<file path="config.mk">
export PLATFORM = sky130hd
export DESIGN_NAME = stripe_feeder
export DESIGN_NICKNAME = d
export VERILOG_FILES = /design/src/rtl/stripe_feeder_pkg.sv /design/src/rtl/stripe_feeder_seq.sv /design/src/rtl/stripe_feeder.sv
export SDC_FILE = /design/constraint.sdc
export NUM_CORES = 2
export LEC_CHECK = 0
export BUFFER_PORTS_ARGS = -buffer_cell sky130_fd_sc_hd__buf_4
export CORE_ASPECT_RATIO = 1.75
export CORE_MARGIN = 10
export CORE_UTILIZATION = 55
export DETAILED_ROUTE_END_ITERATION = 7
export HOLD_SLACK_MARGIN = 0.06
export PLACE_DENSITY = 0.7
export RECOVER_POWER = 25
export SYNTH_ARGS = -nofsm -noshare
export SYNTH_HDL_FRONTEND = slang
export SYNTH_SLANG_ARGS = --single-unit
</file>
<file path="constraint.sdc">
create_clock -name i_clk -period 9.6 [get_ports i_clk]
set_input_delay 0.48 -clock i_clk [delete_from_list [all_inputs] [get_ports i_clk]]
set_output_delay 0.48 -clock i_clk [all_outputs]
set_load 0.01 [all_outputs]
</file>
<file path="src/rtl/stripe_feeder_pkg.sv">
// Shared constants and types for the stripe feeder: array geometry, base
// encoding and the controller state encoding.
package stripe_feeder_pkg;

   localparam int N_PE_DEF    = 64;
   localparam int MAX_LEN_DEF = 512;
   localparam int TIMEOUT_DEF = 1023;
   localparam int SCORE_W     = 14;
   localparam int ADDR_W      = 10;

   localparam logic [1:0] BASE_A   = 2'd0;
   localparam logic [1:0] BASE_C   = 2'd1;
   localparam logic [1:0] BASE_G   = 2'd2;
   localparam logic [1:0] BASE_T   = 2'd3;
   localparam logic [1:0] BASE_PAD = 2'b00;

   typedef enum logic [2:0] {
      ST_IDLE = 3'd0,
      ST_LOAD = 3'd1,
      ST_FEED = 3'd2,
      ST_GAP  = 3'd3,
      ST_WAIT = 3'd4,
      ST_DONE = 3'd5
   } state_t;

endpackage

</file>
<file path="src/rtl/stripe_feeder_seq.sv">
// Base buffer: one write port and one read port that returns RD_W consecutive
// 2-bit bases starting at the read address (out-of-range bases read as zero).
module seq_buffer
   import stripe_feeder_pkg::*;
#(
   parameter int DEPTH = MAX_LEN_DEF,
   parameter int RD_W  = 1
) (
   input  logic                i_clk,
   input  logic                i_wr_en,
   input  logic [ADDR_W-1:0]   i_wr_addr,
   input  logic [1:0]          i_wr_data,
   input  logic [ADDR_W-1:0]   i_rd_addr,
   output logic [2*RD_W-1:0]   o_rd_data
);
   localparam int IW = $clog2(DEPTH);

   logic [1:0] mem_q [DEPTH];

   // Contents are deliberately not reset so sequences survive an abort.
   always_ff @(posedge i_clk) begin
      if (i_wr_en && ({1'b0, i_wr_addr} < 11'(DEPTH))) begin
         mem_q[i_wr_addr[IW-1:0]] <= i_wr_data;
      end
   end

   always_comb begin
      logic [10:0] idx;
      idx       = 11'd0;
      o_rd_data = '0;
      for (int k = 0; k < RD_W; k++) begin
         idx = {1'b0, i_rd_addr} + 11'(k);
         if (idx < 11'(DEPTH)) begin
            o_rd_data[2*k +: 2] = mem_q[idx[IW-1:0]];
         end else begin
            o_rd_data[2*k +: 2] = BASE_PAD;
         end
      end
   end

endmodule

</file>
<file path="src/rtl/stripe_feeder.sv">
// Stripe feeder: streams query bases and stripe-wide reference bases into a
// PE array, one stripe at a time, steered by the array's stripe_end feedback.
module stripe_feeder
   import stripe_feeder_pkg::*;
#(
   parameter int N_PE    = N_PE_DEF,
   parameter int MAX_LEN = MAX_LEN_DEF,
   parameter int TIMEOUT = TIMEOUT_DEF
) (
   input  logic              i_clk,
   input  logic              i_rst,
   input  logic              i_wr_en,
   input  logic              i_wr_sel,
   input  logic [9:0]        i_wr_addr,
   input  logic [1:0]        i_wr_base,
   input  logic [9:0]        i_len_A,
   input  logic [9:0]        i_len_B,
   input  logic              i_go,
   output logic              o_start,
   output logic [1:0]        o_A,
   output logic [2*N_PE-1:0] o_B,
   input  logic              i_stripe_end,
   input  logic [9:0]        i_start_position,
   output logic [3:0]        o_stripe_idx,
   output logic              o_busy,
   output logic              o_done,
   output logic              o_err
);
   localparam int            CW       = $clog2(TIMEOUT + 1);
   localparam logic [CW-1:0] TO_LAST  = CW'(TIMEOUT - 1);
   localparam logic [10:0]   GAP_LAST = 11'(N_PE - 1);

   state_t            state_q, state_d;
   logic [10:0]       cnt_q, cnt_d;
   logic [CW-1:0]     wcnt_q, wcnt_d;
   logic [9:0]        len_a_q, len_a_d, len_b_q, len_b_d;
   logic [10:0]       a_off_q, a_off_d;
   logic [3:0]        stripe_idx_q, stripe_idx_d;
   logic              pend_q, pend_d;
   logic [9:0]        pend_pos_q, pend_pos_d;
   logic              start_q, start_d;
   logic [1:0]        a_q, a_d;
   logic [2*N_PE-1:0] b_q, b_d;
   logic              busy_q, busy_d, done_q, done_d, err_q, err_d;

   logic              wr_a_s, wr_b_s;
   logic [1:0]        a_rd_s;
   logic [2*N_PE-1:0] b_rd_s, b_stripe_s;
   logic [9:0]        a_addr_s, b_addr_s, se_pos_s;
   logic [15:0]       b_base_s;
   logic [10:0]       a_off_next_s;
   logic              feed_last_s, gap_last_s, wait_last_s;
   logic              se_hit_s, overrun_s, last_stripe_s;

   assign wr_a_s = i_wr_en & ~i_wr_sel;
   assign wr_b_s = i_wr_en & i_wr_sel;

   seq_buffer #(.DEPTH(MAX_LEN), .RD_W(1)) u_buf_a (
      .i_clk     (i_clk),
      .i_wr_en   (wr_a_s),
      .i_wr_addr (i_wr_addr),
      .i_wr_data (i_wr_base),
      .i_rd_addr (a_addr_s),
      .o_rd_data (a_rd_s)
   );

   seq_buffer #(.DEPTH(MAX_LEN), .RD_W(N_PE)) u_buf_b (
      .i_clk     (i_clk),
      .i_wr_en   (wr_b_s),
      .i_wr_addr (i_wr_addr),
      .i_wr_data (i_wr_base),
      .i_rd_addr (b_addr_s),
      .o_rd_data (b_rd_s)
   );

   // Pending stripe_end (captured in FEED/GAP) takes precedence over a live one.
   always_comb begin
      b_base_s      = 16'(stripe_idx_q) * 16'(N_PE);
      b_addr_s      = 10'(b_base_s);
      feed_last_s   = (cnt_q == ({1'b0, len_a_q} - a_off_q - 11'd1));
      gap_last_s    = (cnt_q == GAP_LAST);
      wait_last_s   = (wcnt_q == TO_LAST);
      se_hit_s      = pend_q | i_stripe_end;
      se_pos_s      = pend_q ? pend_pos_q : i_start_position;
      a_off_next_s  = a_off_q + {1'b0, se_pos_s};
      overrun_s     = (a_off_next_s >= {1'b0, len_a_q});
      last_stripe_s = ((16'(stripe_idx_q) + 16'd1) * 16'(N_PE)) >= {6'd0, len_b_q};
   end

   // Zero-pad reference bases past the end of B.
   always_comb begin
      b_stripe_s = '0;
      for (int k = 0; k < N_PE; k++) begin
         if ((b_base_s + 16'(k)) < {6'd0, len_b_q}) begin
            b_stripe_s[2*k +: 2] = b_rd_s[2*k +: 2];
         end else begin
            b_stripe_s[2*k +: 2] = BASE_PAD;
         end
      end
   end

   always_comb begin
      state_d      = state_q;
      cnt_d        = cnt_q;
      wcnt_d       = wcnt_q;
      len_a_d      = len_a_q;
      len_b_d      = len_b_q;
      a_off_d      = a_off_q;
      stripe_idx_d = stripe_idx_q;
      pend_d       = pend_q;
      pend_pos_d   = pend_pos_q;
      done_d       = 1'b0;
      err_d        = 1'b0;
      case (state_q)
         ST_IDLE: begin
            cnt_d  = 11'd0;
            wcnt_d = '0;
            pend_d = 1'b0;
            if (i_go) begin
               len_a_d      = i_len_A;
               len_b_d      = i_len_B;
               stripe_idx_d = 4'd0;
               a_off_d      = 11'd0;
               if ((i_len_A == 10'd0) || (i_len_B == 10'd0)) begin
                  state_d = ST_DONE;
                  done_d  = 1'b1;
               end else begin
                  state_d = ST_LOAD;
               end
            end else begin
               state_d = ST_IDLE;
            end
         end
         ST_LOAD: begin
            state_d = ST_FEED;
            cnt_d   = 11'd0;
         end
         ST_FEED, ST_GAP: begin
            if (i_stripe_end) begin
               pend_d     = 1'b1;
               pend_pos_d = i_start_position;
            end else begin
               pend_d = pend_q;
            end
            if ((state_q == ST_FEED) && feed_last_s) begin
               state_d = ST_GAP;
               cnt_d   = 11'd0;
            end else if ((state_q == ST_GAP) && gap_last_s) begin
               state_d = ST_WAIT;
               cnt_d   = 11'd0;
               wcnt_d  = '0;
            end else begin
               cnt_d = cnt_q + 11'd1;
            end
         end
         ST_WAIT: begin
            if (se_hit_s) begin
               pend_d = 1'b0;
               if (overrun_s) begin
                  err_d   = 1'b1;
                  state_d = ST_DONE;
               end else if (last_stripe_s) begin
                  done_d  = 1'b1;
                  state_d = ST_DONE;
               end else begin
                  a_off_d      = a_off_next_s;
                  stripe_idx_d = (stripe_idx_q == 4'd15) ? stripe_idx_q : stripe_idx_q + 4'd1;
                  state_d      = ST_LOAD;
               end
            end else if (wait_last_s) begin
               err_d   = 1'b1;
               state_d = ST_IDLE;
            end else begin
               wcnt_d = wcnt_q + CW'(1);
            end
         end
         ST_DONE: begin
            state_d = ST_IDLE;
         end
         default: begin
            state_d = ST_IDLE;
         end
      endcase
   end

   // Outputs are registered from next-state values so they align with state_q.
   always_comb begin
      a_addr_s = 10'(a_off_q + cnt_d);
      start_d  = (state_d == ST_FEED);
      a_d      = start_d ? a_rd_s : BASE_PAD;
      b_d      = (state_q == ST_LOAD) ? b_stripe_s : b_q;
      busy_d   = (state_d != ST_IDLE);
   end

   always_ff @(posedge i_clk) begin
      if (i_rst) begin
         state_q      <= ST_IDLE;
         cnt_q        <= 11'd0;
         wcnt_q       <= '0;
         len_a_q      <= 10'd0;
         len_b_q      <= 10'd0;
         a_off_q      <= 11'd0;
         stripe_idx_q <= 4'd0;
         pend_q       <= 1'b0;
         pend_pos_q   <= 10'd0;
         start_q      <= 1'b0;
         a_q          <= 2'd0;
         b_q          <= '0;
         busy_q       <= 1'b0;
         done_q       <= 1'b0;
         err_q        <= 1'b0;
      end else begin
         state_q      <= state_d;
         cnt_q        <= cnt_d;
         wcnt_q       <= wcnt_d;
         len_a_q      <= len_a_d;
         len_b_q      <= len_b_d;
         a_off_q      <= a_off_d;
         stripe_idx_q <= stripe_idx_d;
         pend_q       <= pend_d;
         pend_pos_q   <= pend_pos_d;
         start_q      <= start_d;
         a_q          <= a_d;
         b_q          <= b_d;
         busy_q       <= busy_d;
         done_q       <= done_d;
         err_q        <= err_d;
      end
   end

   assign o_start      = start_q;
   assign o_A          = a_q;
   assign o_B          = b_q;
   assign o_stripe_idx = stripe_idx_q;
   assign o_busy       = busy_q;
   assign o_done       = done_q;
   assign o_err        = err_q;

endmodule
</file>
## After elaboration in Yosys (flattened, before gate mapping)

Memories as Yosys holds them, arrays and structs flattened. A register that Yosys moved wholly into a read port is not among the register bits.
Index checks and enable logic that the tools add are counted.

| operators by class | value |
|---|---|
| bitwise logic cells | 7 |
| eq/ne operators | 19 |
| muxes and demuxes | 175 |
| reductions and logical operators | 21 |
| $add $sub $neg | 134 |
| magnitude comparators | 132 |

Operator list:

| kind | count |
|---|---|
| $add 10x6->11 const B | 64 |
| $lt 11x10->1 | 63 |
| $lt 11x10->1 const B | 63 |
| $add 10x5->11 const B | 32 |
| $mux 2 | 128 |
| $add 10x4->11 const B | 16 |
| $add 10x3->11 const B | 8 |
| $mux 11 | 6 |
| $mux 10 | 5 |
| $add 10x2->11 const B | 4 |
| $pmux 11 s2 | 2 |
| $lt 10x10->1 const B | 3 |
| $pmux 10 s3 | 1 |
| $mux 3 | 8 |
| $add 10x1->11 const B | 2 |
| $ge 11x10->1 | 2 |
| $logic_not 10->1 | 2 |
| $mux 4 | 5 |
| $ne 2x2->1 const B | 10 |
| $mux 9 | 2 |
| $mux 1 | 14 |
| $pmux 3 s4 | 1 |
| $add 11x1->11 const B | 1 |
| $add 11x10->11 | 1 |
| other kinds (31) | 45 |

| storage, ports and cells | value |
|---|---|
| flip-flop bits (word level) | 202 |
| bits of input ports | 48 |
| memory bits (writable) | 2048 |
| memories | 2 |

Memories:

| name | depth | bits a word | read ports | clocked after memory_dff | wr ports | RTL line | RTL |
|---|---|---|---|---|---|---|---|
| u_buf_a.mem_q | 512 | 2 | 1 | 1 | 1 | stripe_feeder_seq.sv:18 | `logic [1:0] mem_q [DEPTH];` |
| u_buf_b.mem_q | 512 | 2 | 64 | 1 | 1 | stripe_feeder_seq.sv:18 |  |

## Logic depth before layout (Yosys ltp)

| logic depth | value |
|---|---|
| word-level depth | 10 |
| gate-level depth with buffers | 23 |
| gate-level depth less buffers | 21 |

## Cells and area by module

Synthesis repeated with hierarchy kept, for this count alone.

| unflattened totals | value |
|---|---|
| cell total of the unflattened synthesis | 15252 |
| area total of the unflattened synthesis | 188953.7 µm² |

Modules (own cells, without submodules):

| module | cells an instance | times used | area each (µm²) |
|---|---|---|---|
| seq_buffer (u_buf_b) | 11665 | 1 | 137030.2 |
| seq_buffer (u_buf_a) | 2378 | 1 | 41946.5 |
| stripe_feeder | 1209 | 1 | 9977.1 |

## Least setup slack after synthesis

No wires, ideal clock.

| timing path | value |
|---|---|
| kind | register to register |
| start point | register a_off_q[0] |
| end point | register a_q[1], in the netlist o_A[1] (read register of u_buf_a.mem_q) |
| slack | 3942 ps |
| stages on the path, launching flop included | 23 |
| path buffers | 4 |
| arrival | 5531 ps |
| library setup time | 128 ps |
| data required time | 9472 ps |
| cells stage by stage | dfxtp_1 inv_1 ha_1 fa_1 a21o_1 a41o_1 nor4_1 o21ai_0 a2111oi_4 a21o_1 o21ai_0 ha_1 fa_1 buf_2 buf_2 clkbuf_1 clkbuf_1 mux4_2 mux4_2 mux2i_1 nand3_1 nand4_1 a211oi_1 |

| between the ends | value |
|---|---|
| longest elaborated chain between the ends | 10 |
| elaborated cells between the ends (all ways) | 18 |
| classes of those cells | add/sub (4); order compare (2); eq/ne (2); mux (6); bitwise (2); reduce/logical (2) |

Ends and longest elaborated chain:

| element | RTL line | RTL |
|---|---|---|
| from (decl) | stripe_feeder.sv:37 | `logic [10:0] a_off_q, a_off_d;` |
| from (signal assigned) | stripe_feeder.sv:218 | `a_off_q <= a_off_d;` |
| $sub 10x11->11 * | stripe_feeder.sv:80 | `feed_last_s = (cnt_q == ({1'b0, len_a_q} - a_off_q - 11'd1));` |
| $sub 11x1->11 * | stripe_feeder.sv:80 |  |
| $eq 11x11->1 * | stripe_feeder.sv:80 |  |
| $logic_and 1x1->1 * | stripe_feeder.sv:145 | `if ((state_q == ST_FEED) && feed_last_s) begin` |
| $mux 11 * | stripe_feeder.sv:145 |  |
| $pmux 11 s2 * | stripe_feeder.sv:114 | `case (state_q)` |
| named net cnt_d[0] | stripe_feeder.sv:34 | `logic [10:0] cnt_q, cnt_d;` |
| $add 10x10->10 * | stripe_feeder.sv:188 | `a_addr_s = 10'(a_off_q + cnt_d);` |
| $lt 10x10->1 | stripe_feeder_seq.sv:33 | `if (idx < 11'(DEPTH)) begin` |
| $not 1->1 (no source line) | -- |  |
| $reduce_or 3->1 (no source line) | -- |  |
| to (decl) | stripe_feeder.sv:42 | `logic [1:0] a_q, a_d;` |

Mark *: on every way through the listed nets, which the timed path passes. The rest lies on a longest branch.
A chain may end at the register's enable or synchronous reset.

## Worst setup path in the final report

Same ends and word-level chain as after synthesis.

==> results.json <==
{
  "outcome": "finished with violations",
  "failed_checks": "max-capacitance violations, max-slew violations",
  "synth.cell_area_um2": 92100,
  "critPathTopFamily": "adder cells",
  "number_of_enable_type_register_cells_in_the_synthesized_netlist": 2048,
  "areaGrowthSynthToFinish_pct": 10.9,
  "grt_antenna_before_repair": 5,
  "tritoncts_num_sinks": 2255,
  "critical_path_arrival_ns": 7.74,
  "synth_cell_types": 69,
  "ys.warnings.count": 0,
  "grt_first_pass_wirelength_mm": 338,
  "detailedPlacementHpwl_mm": 141,
  "viasPerCell": 6.26,
  "reg2regPathDepth": 19,
  "cts-buffers-inserted": 198,
  "start_util_pct": 55.3,
  "replace_congestion": 0.911,
  "worstSetupStartpoint": "a_off_q[0]",
  "asyncSetResetFlopFracSynth_pct": 0,
  "nFillCells": 11981,
  "critPathRequiredTime_ns": 10.28,
  "tritoncts": "done",
  "number_of_nets_produced_by_synthesis": 5806,
  "wl_mm": 230,
  "detailedRoute.firstIterationViolations": 5462,
  "via_count_of_the_first_global_routing_pass": 52792,
  "chipWidth_um": 329,
  "crit_path_start_kind": "flop",
  "min_path_type": "primary input to flop",
  "cts_htree_levels": 4,
  "rsz_0062_raised_after_global_routing": "false",
  "startpoint_of_the_worst_slack_reg_to_reg_timing_path": "a_off_q[0]",
  "synthDominantCellAreaShare_pct": 66.8,
  "floorplan.die_area_um2": 185000,
  "floorplan.die.height_um": 561,
  "synth_area_leader_cell": "sky130_fd_sc_hd__edfxtp_1",
  "maxSlewHeadroom_pct": -333,
  "post_synth.cell_area_avg_um2": 16.1,
  "post_cts.repair.setup_buffers": 0,
  "power.static_leakage_nw": 31.5,
  "timing.final.setup_violations": 0,
  "finalCritPeriodShare_pct": 73.5,
  "hold-worst-slack_ns": 0.111,
  "post-route-min-period_ns": 7.06,
  "fp.coreArea_um2": 166000,
  "overflow": 0,
  "rows": 198,
  "largest_stage_delay_on_the_critical_path_ns": 1.11,
  "io_pins": 186,
  "highest-signal-layer": "met5",
  "wl_per_cell_um": 28.2,
  "port_buffers": 185,
  "met3WireLength_mm": 16.2,
  "netlist_top_cells_area": "sky130_fd_sc_hd__edfxtp_1 67%, sky130_fd_sc_hd__mux4_2 14%, sky130_fd_sc_hd__nor2_1 4.9%",
  "maximum_clock_frequency_ghz": 0.142,
  "grt_max_degree": 245,
  "routed-wl-met2_mm": 122,
  "total_power_mw": 19.3,
  "path_max_fanout": 103,
  "synth.yosys.seq_area_share_pct": 71.3,
  "clk_transition_reported_paths_ns": 0.07,
  "cell_by_cell_listing_of_the_critical_path": "inv_1, ha_1, fa_1, a21o_1, a41o_1, nor4_1, o21ai_0, a2111oi_4, a21o_1, o21ai_0, ha_4, fa_4, buf_12, mux4_2, mux4_2, mux4_1, mux2i_1, o211a_1, a211oi_1",
  "grtUsageTotal_pct": 24.7,
  "clock_tree.buffer_depth": 4,
  "finalClockSkew_ns": 0.0376,
  "route.vias.total": 51070,
  "instance_count_along_the_most_critical_hold_path": 3,
  "clock_latency_on_the_worst_skew_pair_ns": 0.83,
  "totalNegativeSetupSlack_ns": 0,
  "worst-slew-pin-transition_ns": 6.50,
  "worst_hold_startpoint": "i_len_A[0]",
  "finalNetCount": 5906,
  "crit_path_top_delay_cell": "sky130_fd_sc_hd__fa_4",
  "postSynthCellCount": 5703,
  "critical_path.n_buffers_inverters": 2,
  "critical_path.endpoint_type": "flop",
  "timing.critical_path.depth": 19,
  "drc_errors": 0,
  "maxSlewViolCount": 718,
  "final_antenna_net_count": 0,
  "dominantRegCellSynth": "sky130_fd_sc_hd__edfxtp_1",
  "detail_route.wirelength.met1_mm": 81.2,
  "ys_ff_latch": 2255,
  "finalHoldViolations": 0,
  "post_cts_resized": 0,
  "path_class": "flop to flop",
  "post_route_cells_drive_above_1_share_pct": 20.0,
  "maxCapViolCount": 10,
  "ctsRootBufferMaster": "sky130_fd_sc_hd__clkbuf_16",
  "drt_first_pass_iters": 6,
  "highest_ir_drop_seen_on_vdd_mv": 0.145,
  "power_density_nw_per_um2": 189
}
==> tightest hold or removal path, delay by kind of cell <==
kind | cells | cell delay, ns
compound gates | 1 | 0.09
buf+inv | 1 | 0.12
simple gates | 1 | 0.18
==> synthesized netlist by cell type, types with 10 or more instances <==
cell type / count
sky130_fd_sc_hd__edfxtp_1: 2048
sky130_fd_sc_hd__nor2_1: 1211
sky130_fd_sc_hd__mux4_2: 574
sky130_fd_sc_hd__nand2_1: 513
sky130_fd_sc_hd__clkbuf_1: 279
sky130_fd_sc_hd__dfxtp_1: 207
sky130_fd_sc_hd__a21oi_1: 138
sky130_fd_sc_hd__a22oi_1: 121
sky130_fd_sc_hd__buf_1: 100
sky130_fd_sc_hd__ha_1: 52
sky130_fd_sc_hd__o21ai_0: 43
sky130_fd_sc_hd__inv_1: 41
sky130_fd_sc_hd__buf_2: 32
sky130_fd_sc_hd__nand3_1: 32
sky130_fd_sc_hd__xnor2_1: 29
sky130_fd_sc_hd__mux2i_1: 24
sky130_fd_sc_hd__mux2_2: 20
sky130_fd_sc_hd__and2_1: 19
sky130_fd_sc_hd__a21o_1: 18
sky130_fd_sc_hd__nor3_1: 17
sky130_fd_sc_hd__xor2_1: 15
sky130_fd_sc_hd__and3_1: 14
sky130_fd_sc_hd__nor2b_1: 14
sky130_fd_sc_hd__buf_4: 10
sky130_fd_sc_hd__nor4_1: 10
==> cell families (layout without fill, tap and decap cells) <==
kind of cell,count (synthesis),after routing,share of synthesized area (%)
flip-flops,2255,2255,71.3
AND/OR/NAND/NOR,1868,1868,7.98
multiplexers,622,622,14.7
buffers and inverters,466,720,2.01
AO/OA/AOI/OAI,392,392,2.83
adder cells (fa/ha/maj),55,55,0.772
XOR/XNOR,45,45,0.449
other,0,1,0
==> placed cells by master, fill, tap and decap left out, types with 42 or more instances in the layout <==
cell / Yosys / final
sky130_fd_sc_hd__dfxtp_1: 207 / 204
sky130_fd_sc_hd__a22oi_1: 121 / 121
sky130_fd_sc_hd__ha_1: 52 / 51
sky130_fd_sc_hd__clkbuf_1: 279 / 65
sky130_fd_sc_hd__o21ai_0: 43 / 42
sky130_fd_sc_hd__mux4_2: 574 / 574
sky130_fd_sc_hd__edfxtp_1: 2048 / 2048
sky130_fd_sc_hd__nor2_1: 1211 / 1211
sky130_fd_sc_hd__a21oi_1: 138 / 138
sky130_fd_sc_hd__nand2_1: 513 / 503
sky130_fd_sc_hd__buf_4: 10 / 271
sky130_fd_sc_hd__clkbuf_16: 0 / 201
==> state kept, by name (all words and copies together) (netlist names), 2 cells and up, named ones only <==
signal         flops
u_buf_a.mem_q   1024
u_buf_b.mem_q   1024
o_B              128
a_off_q           11
cnt_q             11
len_a_q           10
len_b_q           10
pend_pos_q        10
wcnt_q            10
o_stripe_idx       4
state_q            3
o_A                2
==> where the power goes <==
| group | switching [mW] | internal (mW) |
|---|---|---|
| registers | 0.0312 | 10.7 |
| logic | 0.506 | 0.274 |
| clock network | 3.44 | 4.36 |
==> final timing paths <==
| path | to | slack (ns) |
|---|---|---|
| worst max-delay path | o_A[1] | 2.54 |
| worst min-delay path | len_a_q[0] | 0.11 |
| worst max register to register | o_A[1] | 2.54 |
| worst min register to register | pend_pos_q[3] | 0.46 |
==> layout make-up <==
| type | count | area, um2 | area share [%] |
|---|---|---|---|
| timing repair buffer | 325 | 2630 | 2.57 |
| sequential | 2255 | 65700 | 64.3 |
| multi-input combinational | 2982 | 24700 | 24.2 |
| antenna | 1 | 2.50 | 0.00245 |
| tap | 2200 | 2750 | 2.70 |
| inverter | 41 | 156 | 0.153 |
| clock buffer | 260 | 5280 | 5.17 |
| clock inverter | 94 | 931 | 0.912 |
==> routing by layer <==
layer | track usage [%] | up-vias
met3 | 3.71 | 455
met2 | 44.0 | 2194
met5 | 0 | -
li1 | - | 21856
met1 | 29.6 | 26563
met4 | 10.3 | 2
==> what timing repair did <==
action / in CTS / in global routing
hold endpoints to repair: 29 / 0
hold buffers: 29 / 0
endpoints found under the setup margin: 0 / 0
==> metrics by stage <==
stage               utilization [%]  cell area, um2  instances  setup WS [ns]
detailed placement             57.4           95600       7774           2.57
floorplan                         -           92100       5703           3.94
global placement               57.4           95600       7774           2.57
CTS                            61.3          102000       8157           2.55
finish                         61.3          102000       8158           2.54
global route                   61.3          102000       8158           2.20
(Power assumes the default switching activity.)
